===== src/rtl/ps2_rx_frame.sv =====
`timescale 1ns/1ps
// PS/2 device-to-host frame receiver: synchroniser, clock-line glitch filter, frame FSM with timeout, show-ahead byte FIFO.
// Byte visible one cycle after the stop-bit fall_tick; a full FIFO drops the new byte and pulses overflow.
module ps2_rx_frame #(
    parameter int FILTER_LEN  = 8,
    parameter int FIFO_AW     = 2,
    parameter int TIMEOUT_CYC = 200000
) (
    input  logic       CLK,
    input  logic       RST,
    input  logic       ps2c,
    input  logic       ps2d,
    input  logic       rd_en,
    output logic [7:0] rx_data,
    output logic       rx_valid,
    output logic       parity_err,
    output logic       frame_err,
    output logic       overflow
);

    localparam int DEPTH = 1 << FIFO_AW;
    localparam int TW    = $clog2(TIMEOUT_CYC + 1);
    localparam logic [TW-1:0] TO_LAST = TW'(TIMEOUT_CYC - 1);

    localparam logic [1:0] ST_IDLE   = 2'd0;
    localparam logic [1:0] ST_DATA   = 2'd1;
    localparam logic [1:0] ST_PARITY = 2'd2;
    localparam logic [1:0] ST_STOP   = 2'd3;

    // Synchronisers idle high so reset never fabricates a falling edge.
    logic ps2c_m_q, ps2c_s_q;
    logic ps2d_m_q, ps2d_s_q;

    always_ff @(posedge CLK) begin
        if (!RST) begin
            ps2c_m_q <= 1'b1;
            ps2c_s_q <= 1'b1;
            ps2d_m_q <= 1'b1;
            ps2d_s_q <= 1'b1;
        end else begin
            ps2c_m_q <= ps2c;
            ps2c_s_q <= ps2c_m_q;
            ps2d_m_q <= ps2d;
            ps2d_s_q <= ps2d_m_q;
        end
    end

    logic [FILTER_LEN-1:0] filt_sh_q, filt_sh_d;
    logic                  filt_clk_q, filt_clk_d;
    logic                  fall_tick;

    always_comb begin
        filt_sh_d  = {filt_sh_q[FILTER_LEN-2:0], ps2c_s_q};
        filt_clk_d = filt_clk_q;
        if (filt_sh_q == '0) begin
            filt_clk_d = 1'b0;
        end else if (&filt_sh_q) begin
            filt_clk_d = 1'b1;
        end
        fall_tick = filt_clk_q & ~filt_clk_d;
    end

    always_ff @(posedge CLK) begin
        if (!RST) begin
            filt_sh_q  <= '1;
            filt_clk_q <= 1'b1;
        end else begin
            filt_sh_q  <= filt_sh_d;
            filt_clk_q <= filt_clk_d;
        end
    end

    logic [1:0]    state_q, state_d;
    logic [2:0]    bit_cnt_q, bit_cnt_d;
    logic [7:0]    data_q, data_d;
    logic          par_q, par_d;
    logic [TW-1:0] to_cnt_q, to_cnt_d;
    logic          push;
    logic          par_err_d, frm_err_d;

    always_comb begin
        state_d   = state_q;
        bit_cnt_d = bit_cnt_q;
        data_d    = data_q;
        par_d     = par_q;
        push      = 1'b0;
        par_err_d = 1'b0;
        frm_err_d = 1'b0;
        if (state_q == ST_IDLE || fall_tick) begin
            to_cnt_d = '0;
        end else begin
            to_cnt_d = to_cnt_q + TW'(1);
        end

        case (state_q)
            ST_IDLE: begin
                if (fall_tick && !ps2d_s_q) begin
                    state_d   = ST_DATA;
                    bit_cnt_d = 3'd0;
                end
            end
            ST_DATA: begin
                if (fall_tick) begin
                    data_d    = {ps2d_s_q, data_q[7:1]};
                    bit_cnt_d = bit_cnt_q + 3'd1;
                    if (bit_cnt_q == 3'd7) begin
                        state_d = ST_PARITY;
                    end
                end
            end
            ST_PARITY: begin
                if (fall_tick) begin
                    par_d   = ps2d_s_q;
                    state_d = ST_STOP;
                end
            end
            ST_STOP: begin
                if (fall_tick) begin
                    state_d = ST_IDLE;
                    // A missing stop bit outranks a parity failure.
                    if (!ps2d_s_q) begin
                        frm_err_d = 1'b1;
                    end else if (^{data_q, par_q}) begin
                        push = 1'b1;
                    end else begin
                        par_err_d = 1'b1;
                    end
                end
            end
            default: state_d = ST_IDLE;
        endcase

        if (state_q != ST_IDLE && !fall_tick && to_cnt_q == TO_LAST) begin
            state_d   = ST_IDLE;
            frm_err_d = 1'b1;
            to_cnt_d  = '0;
        end
    end

    always_ff @(posedge CLK) begin
        if (!RST) begin
            state_q   <= ST_IDLE;
            bit_cnt_q <= 3'd0;
            data_q    <= 8'h00;
            par_q     <= 1'b0;
            to_cnt_q  <= '0;
        end else begin
            state_q   <= state_d;
            bit_cnt_q <= bit_cnt_d;
            data_q    <= data_d;
            par_q     <= par_d;
            to_cnt_q  <= to_cnt_d;
        end
    end

    logic [7:0]         mem_q [DEPTH];
    logic [FIFO_AW-1:0] wr_ptr_q, rd_ptr_q;
    logic [FIFO_AW:0]   count_q;
    logic               full, pop, wr_en, ovf_d;

    // Occupancy can only reach DEPTH, so its MSB alone flags full.
    assign full     = count_q[FIFO_AW];
    assign rx_valid = (count_q != '0);
    assign rx_data  = rx_valid ? mem_q[rd_ptr_q] : 8'h00;
    assign pop      = rd_en & rx_valid;
    assign wr_en    = push & (~full | pop);
    assign ovf_d    = push & full & ~pop;

    always_ff @(posedge CLK) begin
        if (wr_en) begin
            mem_q[wr_ptr_q] <= data_q;
        end
    end

    always_ff @(posedge CLK) begin
        if (!RST) begin
            wr_ptr_q <= '0;
            rd_ptr_q <= '0;
            count_q  <= '0;
        end else begin
            if (wr_en) begin
                wr_ptr_q <= wr_ptr_q + 1'b1;
            end
            if (pop) begin
                rd_ptr_q <= rd_ptr_q + 1'b1;
            end
            case ({wr_en, pop})
                2'b10:   count_q <= count_q + 1'b1;
                2'b01:   count_q <= count_q - 1'b1;
                default: count_q <= count_q;
            endcase
        end
    end

    always_ff @(posedge CLK) begin
        if (!RST) begin
            parity_err <= 1'b0;
            frame_err  <= 1'b0;
            overflow   <= 1'b0;
        end else begin
            parity_err <= par_err_d;
            frame_err  <= frm_err_d;
            overflow   <= ovf_d;
        end
    end

endmodule


===== config.mk =====
export PLATFORM = sky130hd
export DESIGN_NAME = ps2_rx_frame
export DESIGN_NICKNAME = d
export VERILOG_FILES = /design/src/rtl/ps2_rx_frame.sv
export SDC_FILE = /design/constraint.sdc
export NUM_CORES = 1
export LEC_CHECK = 0
export BUFFER_PORTS_ARGS = -buffer_cell sky130_fd_sc_hd__buf_4
export CAP_MARGIN = 20
export CORE_MARGIN = 2
export CORE_UTILIZATION = 60
export CTS_CLUSTER_DIAMETER = 50
export DETAILED_ROUTE_END_ITERATION = 12
export GPL_ROUTABILITY_DRIVEN = 0
export HOLD_SLACK_MARGIN = 0.03
export PLACE_DENSITY = 0.78
export SYNTH_ARGS = -nofsm -noshare
export SYNTH_HDL_FRONTEND = slang
export SYNTH_SLANG_ARGS = --single-unit

===== constraint.sdc =====
create_clock -name CLK -period 3.39 [get_ports CLK]
set_input_delay 0.339 -clock CLK [delete_from_list [all_inputs] [get_ports CLK]]
set_output_delay 0.339 -clock CLK [all_outputs]
set_load 0.005 [all_outputs]

Yosys cells after proc, flatten, opt, wreduce, memory -nomap -nowiden
Memory sizes are Yosys's and may differ from the RTL's. A register that Yosys moved wholly into a read port is not among the register bits.
Cells that the tools add are included.
- register bits: 55
- output and inout port bits: 12
- memories kept: 1
- logic and storage cells: 93
- memory bits (writable): 32
- bits of input ports: 5
- memory list (memory ; depth ; width ; rd ports ; clocked after memory_dff ; wr ports ; RTL line ; source):
    mem_q ; 4 ; 8 ; 1 ; 1 ; 1 ; 156 ; logic [7:0] mem_q [DEPTH];
- add/sub/neg operators: 6
- multiplexer cells: 26
- reduce and logical (&&, ||, !) cells: 21
- eq/ne operators: 12
- bitwise operators: 10
- operators with widths (kind ; count):
    $add 18x1->18 const B ; 1
    $eq 18x18->1 const B ; 1
    $mux 2 ; 7
    $mux 1 ; 13
    $pmux 3 s2 ; 2
    $reduce_xor 9->1 ; 1
    $logic_not 8->1 ; 1
    $mux 8 ; 1
    $ne 2x2->1 const B ; 4
    $pmux 2 s4 ; 1
    $reduce_and 8->1 ; 1
    $add 3x1->3 const B ; 2
    $eq 2x2->1 const B ; 3
    $mux 3 ; 2
    $reduce_bool 2->1 ; 3
    $and 1x1->1 ; 5
    $reduce_and 5->1 ; 1
    $add 2x1->2 const B ; 2
    $eq 2x1->1 const B ; 2
    $not 1->1 ; 4
    $reduce_and 2->1 ; 2
    $reduce_and 4->1 ; 1
    $eq 3x3->1 const B ; 1
    $logic_and 1x1->1 ; 3
    other kinds (10) ; 11

Longest topological paths before layout
Gate-level depths: netlist (run 1).
- depth in word-level cells: 10
- gate-level depth with buffers: 11
- mapped depth without buffers: 11

Worst setup path before layout (run 1)
OpenSTA, ideal clock, no wires.
- path type: register -> register
- from: reg data_q[2]
- to: reg count_q[2]
- stages on the path, launching flop included: 12
- data required time: 3.320 ns
- arrival: 2.570 ns
- slack: 0.750 ns
- buffers on the path: 0
- cells stage by stage: dfxtp_1 xor2_1 xnor3_2 xor2_2 and3_4 inv_1 ha_1 inv_1 fa_1 xor2_1 or3_1 a21oi_1
- cells in the longest elaborated chain, start to end: 8
- elaborated cells between the ends (all ways): 10
- RTL lines (item ; RTL line ; source):
    start: declaration ; 75 ; logic [7:0] data_q, data_d;
    start signal: assignment ; 150 ; data_q <= data_d;
    $reduce_xor 9->1 (*) ; 123 ; end else if (^{data_q, par_q}) begin
    $mux 1 (*) ; 123 ;
    $mux 1 (*) ; 121 ; if (!ps2d_s_q) begin
    $mux 1 (*) ; 118 ; if (fall_tick) begin
    $mux 1 (*) ; 95 ; case (state_q)
    $and 1x1->1 (*) ; 166 ; assign wr_en = push & (~full | pop);
    $eq 2x1->1 / $eq 2x2->1 (equally long branches) ; 187 ; case ({wr_en, pop})
    $pmux 3 s2 / $reduce_bool 2->1 (equally long branches) ; -- ;
    end signal: assignment ; 188 ; 2'b10: count_q <= count_q + 1'b1;
    end signal: assignment ; 189 ; 2'b01: count_q <= count_q - 1'b1;
    end signal: assignment ; 190 ; default: count_q <= count_q;
    end: declaration ; 158 ; logic [FIFO_AW:0] count_q;
Mark *: on every way between the ends. The rest lies on a longest branch, timed or not.
A chain may end at the register's enable or synchronous reset.

Worst setup path after layout (run 1)
Ends and elaborated chain as after synthesis.

==> results.md, run 1 <==
* Run status: completed
* Max-Cap Viols at 0
* Worst-path maximum fanout at 7
* Share of cells above drive strength 1 at 0.133
* HPWL after detailed placement at 4030 µm
* Final ANT Viol Nets at 0
* Ys async rst share at 0
* Post-Synth Adder-Cell Area at 0.0458
* Largest net degree at the start of global routing at 23
* Diodes inserted at 0
* Vias in the first global route at 2177
* Num rows at 28
* Cell Area, Synth at 3720 µm²
* Synth Flop Type: dfxtp_1
* R2r setup slk at 530 ps
* Initial antenna violation count at 0
* Final Hold Vio Count at 0
* First-pass GRT wire length at 9990 µm
* Hold Path Cell Cnt at 2
* Die area at 6840 µm²
* Leak Pwr at 1.49 nW
* Main combinational cell family by area after synthesis: simple AND/OR/NAND/NOR gates
* DR vias at 2297
* Initial Utilization at 0.624
* Unrepaired setup endpoints after global routing: no
* Worst-Margin Slew at 693 ps
* Drt total wl at 5980 µm
* IO Port Bufs at 16
* Post-synthesis sequential area ratio at 0.565
* Top-area cell type share of the netlist area at 0.307
* Hold EP: ps2d_m_q
* Slack of the critical path at 528 ps
* Post-route clock skew at 5.70 ps
* Hold/Removal Path Class: in -> reg
* Total power at 1.90 mW
* Final period utilization at 0.844
* Synth cell types at 33
* Synth Area in Simple Gates at 0.199
* Core box area at 5960 µm²
* Slowest cell on crit path: xnor3_2
* Mux cell area share after synthesis at 0.0619
* Fmax at 0.349 GHz
* Worst-path cell chain: xor2_1 > xnor3_2 > xor2_2 > and3_4 > inv_1 > ha_1 > inv_1 > fa_1 > xor2_1 > or3_1 > a21oi_1
* Crit path launch type: flop
* Clock Tree Root: clkbuf_8
* Multi-input gate area at 1530 µm²
* GRT Overall Usage at 0.203
* Final Slew Violations at 0
* Yosys reg bits at 89
* Final setup TNS at 0 ps
* Clk sinks at 89
* CTS Hold Bufs at 0
* Xor-xnor portion of the synthesized cell area at 0.0771
* CP Capture Type: flop
* Cells on worst reg2reg path at 11
* Area Growth Syn to Fin at 10.3%
* Post-CTS Resized at 0
* Layout net count at 360
* GRT overflow at 0
* Worst R2R Start: data_q[2]
* TritonCTS clock tree: done
* Setup bufs post-CTS at 0
* Worst rel slew slack at 0.538
* # H-tree levels at 3
* DR pass1 iterations at 5
* Most numerous cell in the Yosys netlist: dfxtp_1
* Minimum clock period at 2860 ps
* Register area at 2100 µm²
* Via-to-Cell Ratio at 5.44
* Synth cell count leaders: dfxtp_1, nor2_1, edfxtp_1
* I/O pin cnt at 17
* Avg Synthesized Cell Area at 11.4 µm²
* Pwr per Cell Area at 464 nW/µm²
* Synth top area cells: dfxtp_1, edfxtp_1, mux4_2, xor2_1, ha_1
* Worst path arrival time at 3150 ps
* Ys Warns at 0
* Post-synth EDFFs at 32
* Synth Area in Compound Gates at 0.0276
* Critical path class: reg -> reg
* FILL cells at 449
* RR Endpoint: count_q[2]
* Setup violators final at 0
* Clk buf depth at 2
* Worst skew pair latency at 360 ps
* Chip height at 82.7 µm
* Drt drc at 0
* Post-Place Setup Slack at 573 ps
* Worst hold start: ps2d
* TritonCTS Buffers at 9
* Die W at 82.7 µm
* Avg WL per Cell at 14.2 µm
* Critical path's largest stage delay at 490 ps
* Gate Count Post-Synth at 327
* DR iter-0 viols at 100
* Cell taking the most area after synthesis: dfxtp_1
* Required time worst endpoint at 3680 ps
* Clk pin slew, worst setup/hold paths at 80 ps
* Net Count, Synth at 345
* Worst VDD drop at 352 µV
## area by class of cell
cell class              count  share of cell area
clock inverters             6              0.0198
repair buffers             16              0.0293
clock buffers              10              0.0336
well taps                  75              0.0229
flip-flops and latches     89               0.513
multi-input cells         216               0.373
inverters                  10             0.00915
## cell usage in the layout, fill, tap and decap left out, drive strengths merged, types with 5 or more instances in the layout
cell	count
inv	10
nand4	10
nor3	5
dfxtp	57
a21oi	15
and3	7
nand2	25
xnor2	7
buf	16
and2	16
clkbuf	10
edfxtp	32
xor2	20
nor2	37
mux4	8
mux2i	5
nand2b	14
nand3	18
ha	12
## power by group
part	internal, mW	total (mW)	switching, mW
registers	1.10	1.10	0.00184
logic	0.00657	0.0167	0.0101
clock network	0.430	0.784	0.354
total	1.54	1.90	0.366
## sequential cells by signal (all words and copies together), names as in the netlist, 2 cells and up, named ones only
| name | count |
|---|---|
| to_cnt_q | 18 |
| mem_q | 32 |
| bit_cnt_q | 3 |
| filt_sh_q | 8 |
| count_q | 3 |
| data_q | 8 |
| wr_ptr_q | 2 |
| rd_ptr_q | 2 |
| state_q | 2 |
## critical path: cells and delay by family, from the launching register on
kind	cells	cell delay, ps
compound gates	1	140
xor+xnor	4	1050
fa+ha+maj	2	550
buf+inv	2	110
flops	1	450
simple gates	2	490
## how the worst max path moves through the flow
stage / from / endpoint / depth (start not counted)
2_1_floorplan: data_q[2] / count_q[2] / 11
3_3_place_gp: data_q[2] / count_q[2] / 11
3_5_place_dp: data_q[2] / count_q[2] / 11
4_1_cts: data_q[2] / count_q[2] / 11
5_1_grt: data_q[2] / count_q[2] / 11
6_report: data_q[2] / count_q[2] / 11
## metrics by stage
stage | hold slack [ps] | util | area, µm² | cells
finish | 162 | 0.688 | 4100 | 422
CTS | 150 | 0.688 | 4100 | 422
global route | 146 | 0.688 | 4100 | 422
floorplan | 386 | - | 3720 | 327
detailed placement | 395 | 0.652 | 3880 | 406
global placement | 391 | 0.652 | 3880 | 406
## per-layer routing
| metal | global-route usage | share of wire | vias to the layer above |
|---|---|---|---|
| met1 | 0.245 | 0.45 | 1094 |
| met2 | 0.337 | 0.49 | 32 |
| met3 | 0.0489 | 0.034 | 11 |
| met4 | 0.103 | 0.022 | 0 |
| li1 | - | - | 1160 |
| met5 | 0 | 0 | - |
## cell families after synthesis
| kind of cell | Yosys count |
|---|---|
| compound gates | 20 |
| mux | 13 |
| simple gates | 142 |
| fa+ha+maj | 13 |
| buf+inv | 22 |
| flops | 89 |
| xor+xnor | 28 |
Note: power is estimated with default switching activity, not from simulation.
==> inputs of run 2 (changes only) <==
- clock period: 3.39 -> 2.65 ns (I/O delays scaled with it)
==> run 2 against run 1 <==
Net effect:
- flip-flop and latch count is the same
- power up 23%
- first-iteration DRC count down 36%
- cell count increased by 3.1%
- worst hold slack worse by 67 ps
- clock skew rose by 1.1 ps
- register-to-register slack worse by 390 ps
- wire length is 2.0% higher
- clock power up 16%
- cell area rose by 2.9%
==> results.md, run 2 (synthesized netlist as in run 1, its figures left out) <==
* DR pass1 iterations at 4 (was 5)
* Post-route clock skew at 6.77 ps (was 5.70 ps)
* Sw Share at 0.199 (was 0.192)
* Net Switching at 0.466 mW (was 0.366 mW)
* Run status: completed (unchanged)
* Clock Tree Root: clkbuf_8 (unchanged)
* Initial Utilization at 0.624 (unchanged)
* Hold/Removal Path Class: in -> reg (unchanged)
* CTS Hold Bufs at 0 (unchanged)
* CP Capture Type: flop (unchanged)
* Worst path arrival time at 2800 ps (was 3150 ps)
* Part of the power in registers at 0.602 (was 0.579)
* Clk pin slew, worst setup/hold paths at 80 ps (about the same)
* Worst skew pair latency at 350 ps (was 360 ps)
* Unrepaired setup endpoints after global routing: no (unchanged)
* Max-Cap Viols at 0 (unchanged)
* Worst-Margin Slew at 537 ps (was 693 ps)
* Critical path class: reg -> reg (unchanged)
* Num rows at 28 (unchanged)
* Clock share of power at 0.389 (was 0.412)
* Worst hold start: ps2d (unchanged)
* HPWL after detailed placement at 4120 µm (was 4030 µm)
* Worst-path maximum fanout at 5 (was 7)
* Core box area at 5960 µm² (unchanged)
* Crit path launch type: flop (unchanged)
* DR vias at 2329 (was 2297)
* Minimum clock period at 2510 ps (was 2860 ps)
* Fmax at 0.399 GHz (was 0.349 GHz)
* I/O pin cnt at 17 (unchanged)
* Share of cells above drive strength 1 at 0.192 (was 0.133)
* DR iter-0 viols at 64 (was 100)
* Drt total wl at 6100 µm (was 5980 µm)
* Largest Register: mem_q (unchanged)
* Worst rel slew slack at 0.641 (was 0.538)
* Diodes inserted at 0 (unchanged)
* Setup violators final at 0 (unchanged)
* Avg WL per Cell at 14.0 µm (was 14.2 µm)
* Clk buf depth at 2 (unchanged)
* Final period utilization at 0.946 (was 0.844)
* Die area at 6840 µm² (unchanged)
* Area Growth Syn to Fin at 13.5% (was 10.3%)
* Most common library cell in the layout ignoring fill and taps: dfxtp_1 (unchanged)
* Worst Setup SP: data_q[1] (was data_q[2])
* First-pass GRT wire length at 10000 µm (was 9990 µm)
* Int Pwr at 1.87 mW (was 1.54 mW)
* FILL cells at 445 (was 449)
* Final ANT Viol Nets at 0 (unchanged)
* Drt drc at 0 (unchanged)
* Flip-flop count of the largest register after layout at 32 (unchanged)
* Min Hold Slack at 94.7 ps (was 162 ps)
* Initial antenna violation count at 0 (unchanged)
* Area after DPL at 3950 µm² (was 3880 µm²)
* Pwr per Cell Area at 554 nW/µm² (was 464 nW/µm²)
* Final Hold Vio Count at 0 (unchanged)
* Most frequent cells in the layout: dfxtp_1, nor2_1, edfxtp_1 (unchanged)
* TritonCTS Buffers at 9 (unchanged)
* IO Port Bufs at 16 (unchanged)
* Worst VDD drop at 414 µV (was 352 µV)
* Layout net count at 373 (was 360)
* Leak Pwr at 1.55 nW (was 1.49 nW)
* Largest net degree at the start of global routing at 22 (was 23)
* GRT Overall Usage at 0.197 (was 0.203)
* Required time worst endpoint at 2940 ps (was 3680 ps)
* Final Slew Violations at 0 (unchanged)
* Vias in the first global route at 2252 (was 2177)
* TritonCTS clock tree: done (unchanged)
* GRT overflow at 0 (unchanged)
* Power share of the combinational group at 0.010 (was 0.009)
* Die W at 82.7 µm (unchanged)
* Via-to-Cell Ratio at 5.35 (was 5.44)
* # H-tree levels at 3 (unchanged)
* Post-route cell area at 4220 µm² (was 4100 µm²)
* Worst R2R Start: data_q[1] (was data_q[2])
* Chip height at 82.7 µm (unchanged)
* Top flop regs: mem_q (32), to_cnt_q (18) (unchanged)
* Clk sinks at 89 (unchanged)
[run 2: cell types whose count changed in the layout (fill, tap and decap cells not counted), moves of 2 or more]
cell / delta
inv_2: +2
inv_1: -2
buf_4: +13
dfxtp_1: -4
dfxtp_2: +3
xor2_1: -2
xor2_2: +2
[run 2: worst max-delay path, stage by stage, from the launching register on]
cell and delay (ps):
dfxtp_2 350, xor2_2 150, xnor3_2 470, xor2_2 170
and3_4 170, inv_2 60, ha_4 120, inv_2 40
fa_2 340, xor2_1 160, or3_1 300, a21oi_1 110
[run 2: final timing paths]
path	depth (start not counted)	end	slack (ps)
min reg2reg	1	filt_sh_q[0]	410
max	11	count_q[2]	140
max reg2reg	11	count_q[2]	140
min	2	ps2d_m_q	90
[run 2: final cells by class]
cell class / instances / area [µm²] / area share
multi-input combinational: 216 / 1570 / 0.371
clock inverter: 5 / 55.1 / 0.0130
clock buffer: 11 / 141 / 0.0335
tap: 75 / 93.8 / 0.0222
sequential: 89 / 2110 / 0.500
inverter: 10 / 37.5 / 0.00889
timing repair buffer: 29 / 218 / 0.0516
[run 2: timing repair]
item | in CTS | in global routing
setup buffers | 2 | 2
resized for setup | 5 | 8
pin swaps | 3 | 5
setup endpoints to repair | 1 | 1
gates cloned | 0 | 0
[run 2: layer usage]
layer	GRT usage	share of wire	vias to the layer above
met1	0.224	0.44	1114
met2	0.357	0.52	30
met4	0.0492	0.0062	0
li1	-	-	1181
met5	0	0	-
met3	0.0620	0.031	4
[run 2: power by group through the flow]
| stage | registers (mW) | clock network [mW] | logic [mW] |
|---|---|---|---|
| after floorplan | 1.44 | 0 | 0.0134 |
| after global placement | 1.44 | 0 | 0.0222 |
| after detailed placement | 1.44 | 0 | 0.0225 |
| after CTS | 1.41 | 0.936 | 0.0227 |
| after global routing | 1.41 | 0.990 | 0.0251 |
| final | 1.41 | 0.910 | 0.0223 |
[run 2: through the flow]
stage                      util  total power [mW]  setup TNS, ps  instances  setup slack, ps
after global routing      0.709              2.42              0        435             26.8
after global placement    0.663              1.46              0        415             46.2
final                     0.709              2.34              0        435              142
after detailed placement  0.663              1.46          -78.5        415            -78.5
after CTS                 0.701              2.37              0        433             8.31
after floorplan               -              1.45              0        327             9.54
==> inputs of run 3 (changes only) <==
- ABC_CLOCK_PERIOD_IN_PS: unset -> 3000
- CORE_UTILIZATION: 60 -> 65
- PLACE_DENSITY: 0.78 -> 0.84
- clock period: 2.65 -> 3 ns (I/O delays scaled with it)
==> run 3 against run 2 <==
Net effect:
- flip-flop and latch count did not move
- clock skew rose by 0.77 ps
- worst setup slack improved by 42 ps
- fmax fell by 11%
- non-clock buffer count fell by 12
- first-iteration DRC count rose by 20%
- sequential power fell by 12%
- highest routed layer unchanged
- via count fell by 1.2%
- critical path depth did not move
==> results.md, run 3 (synthesized netlist as in run 1, its figures left out) <==
* Unrepaired setup endpoints after global routing: no (unchanged)
* Hold Path Cell Cnt at 2 (unchanged)
* Setup violators final at 0 (unchanged)
* Area Growth Syn to Fin at 9.56% (was 13.5%)
* Vias in the first global route at 2123 (was 2252)
* Post-Place Setup Slack at 153 ps (was -78.5 ps)
* Post-route clock skew at 7.54 ps (was 6.77 ps)
* Worst hold start: ps2c (was ps2d)
* Critical path's largest stage delay at 450 ps (was 470 ps)
* Slack of the critical path at 184 ps (was 142 ps)
* Share of cells above drive strength 1 at 0.138 (was 0.192)
* Clock share of power at 0.378 (was 0.389)
* Clk buf depth at 2 (unchanged)
* Drt total wl at 5960 µm (was 6100 µm)
* Hold EP: ps2c_m_q (was ps2d_m_q)
* First-pass GRT wire length at 10000 µm (unchanged)
* Int Pwr at 1.63 mW (was 1.87 mW)
* Initial antenna violation count at 0 (unchanged)
* Minimum clock period at 2820 ps (was 2510 ps)
* Largest Register: mem_q (unchanged)
* Crit path launch type: flop (unchanged)
* Top flop regs: mem_q (32), to_cnt_q (18) (unchanged)
* Layout net count at 361 (was 373)
* RR Endpoint: count_q[2] (unchanged)
* Worst path arrival time at 3090 ps (was 2800 ps)
* Final Hold Vio Count at 0 (unchanged)
* Worst skew pair latency at 350 ps (about the same)
* GRT overflow at 0 (unchanged)
* Worst-Margin Slew at 675 ps (was 537 ps)
* Hold/Removal Path Class: in -> reg (unchanged)
* Num rows at 27 (was 28)
* Initial Utilization at 0.675 (was 0.624)
* Worst-path maximum fanout at 7 (was 5)
* Critical path class: reg -> reg (unchanged)
* Most frequent cells in the layout: dfxtp_1, nor2_1, edfxtp_1 (unchanged)
* DR pass1 iterations at 4 (unchanged)
* # H-tree levels at 3 (unchanged)
* Run status: completed (unchanged)
* Max-Cap Viols at 0 (unchanged)
* GRT Overall Usage at 0.214 (was 0.197)
* Drt drc at 0 (unchanged)
* R2r setup slk at 180 ps (was 140 ps)
* Worst R2R Start: data_q[5] (was data_q[1])
* Diodes inserted at 0 (unchanged)
* DR iter-0 viols at 77 (was 64)
* CP Capture Type: flop (unchanged)
* Die area at 6340 µm² (was 6840 µm²)
* Net Switching at 0.402 mW (was 0.466 mW)
* TritonCTS clock tree: done (unchanged)
* Die W at 79.6 µm (was 82.7 µm)
* Clock Tree Root: clkbuf_8 (unchanged)
* Final ANT Viol Nets at 0 (unchanged)
* Part of the power in registers at 0.613 (was 0.602)
* I/O pin cnt at 17 (unchanged)
* DR vias at 2300 (was 2329)
* Pwr per Cell Area at 499 nW/µm² (was 554 nW/µm²)
* IO Port Bufs at 16 (unchanged)
* Final period utilization at 0.939 (was 0.946)
* Largest net degree at the start of global routing at 23 (was 22)
* Most common library cell in the layout ignoring fill and taps: dfxtp_1 (unchanged)
* Final Slew Violations at 0 (unchanged)
* Crit path top cell by count: inv_1
* Total power at 2.03 mW (was 2.34 mW)
* Worst VDD drop at 389 µV (was 414 µV)
* Leak Pwr at 1.47 nW (was 1.55 nW)
* HPWL after detailed placement at 4150 µm (was 4120 µm)
* Via-to-Cell Ratio at 5.48 (was 5.35)
* Cells on worst reg2reg path at 11 (unchanged)
* Sw Share at 0.198 (was 0.199)
* Clk sinks at 89 (unchanged)
* Flip-flop count of the largest register after layout at 32 (unchanged)
* Clk pin slew, worst setup/hold paths at 80 ps (about the same)
* Slowest cell on crit path: dfxtp_1 (was xnor3_2)
* Final setup TNS at 0 ps (unchanged)
* Power share of the combinational group at 0.009 (was 0.010)
* Chip height at 79.6 µm (was 82.7 µm)
* Avg WL per Cell at 14.2 µm (was 14.0 µm)
* Fmax at 0.355 GHz (was 0.399 GHz)
* Setup bufs post-CTS at 0 (was 2)
* Worst rel slew slack at 0.549 (was 0.641)
* Required time worst endpoint at 3280 ps (was 2940 ps)
* TritonCTS Buffers at 9 (unchanged)
* Core box area at 5510 µm² (was 5960 µm²)
* Worst-path cell chain: xnor2_1 > xnor3_2 > xor2_2 > and3_4 > inv_1 > ha_1 > inv_1 > fa_1 > xor2_1 > or3_1 > a21oi_1 (was xor2_2 > xnor3_2 > xor2_2 > and3_4 > inv_2 > ha_4 > inv_2 > fa_2 > xor2_1 > or3_1 > a21oi_1)
## run 3: cell count changes in the layout (fill, tap and decap cells not counted), moves of 2 or more
cell	before	now
buf_4	29	17
dfxtp_1	53	55
inv_1	8	10
inv_2	2	0
xor2_1	17	19
xor2_2	3	1
## run 3: worst max-delay path by stage
| stage | to | depth (start not counted) | from |
|---|---|---|---|
| 2_1_floorplan | count_q[2] | 11 | data_q[2] |
| 3_3_place_gp | count_q[2] | 11 | data_q[1] |
| 3_5_place_dp | count_q[2] | 11 | data_q[1] |
| 4_1_cts | count_q[2] | 11 | data_q[1] |
| 5_1_grt | count_q[2] | 11 | data_q[5] |
| 6_report | count_q[2] | 11 | data_q[5] |
## run 3: repair_timing
item / in CTS / in global routing
endpoints found under the setup margin: 0 / 1
gates resized for setup: 0 / 2
hold buffers: 0 / 0
## run 3: worst max-delay path, delay by kind of cell, from the launching register on
kind	cells	cell delay (ps)
and+or+nand+nor	2	520
adders and majority gates	2	540
DFF	1	450
AOI/OAI and AO/OA	1	150
buffers and inverters	2	110
xor gates and xnor gates	4	960
## run 3: stage by stage
step,hold WS (ps),util,std cells,area (µm²)
2_1_floorplan,373,-,327,3720
3_3_place_gp,390,0.706,404,3880
3_5_place_dp,399,0.706,404,3880
4_1_cts,116,0.739,420,4070
5_1_grt,123,0.740,420,4070
6_report,129,0.740,420,4070
## run 3: layout make-up
cell class / count / area (µm²)
Clock buffer: 10 / 128
Clock inverter: 6 / 58.8
Fill cell: 379 / 1430
Inverter: 10 / 37.5
Multi-Input combinational cell: 216 / 1530
Sequential cell: 89 / 2100
Tap cell: 72 / 90.1
Timing Repair Buffer: 17 / 128
## run 3: power by group through the flow
stage	Sequential (mW)	Clock, mW	Combinational (mW)
3_5_place_dp	1.27	0	0.0191
5_1_grt	1.25	0.824	0.0210
3_3_place_gp	1.27	0	0.0187
4_1_cts	1.24	0.787	0.0191
2_1_floorplan	1.27	0	0.0119
6_report	1.24	0.768	0.0188
## run 3: per-layer routing
metal | up-vias | track usage | share of wire
met5 | - | 0 | 0
met4 | 0 | 0.133 | 0.031
met3 | 13 | 0.0396 | 0.029
met2 | 34 | 0.352 | 0.50
met1 | 1086 | 0.259 | 0.44
li1 | 1167 | - | -
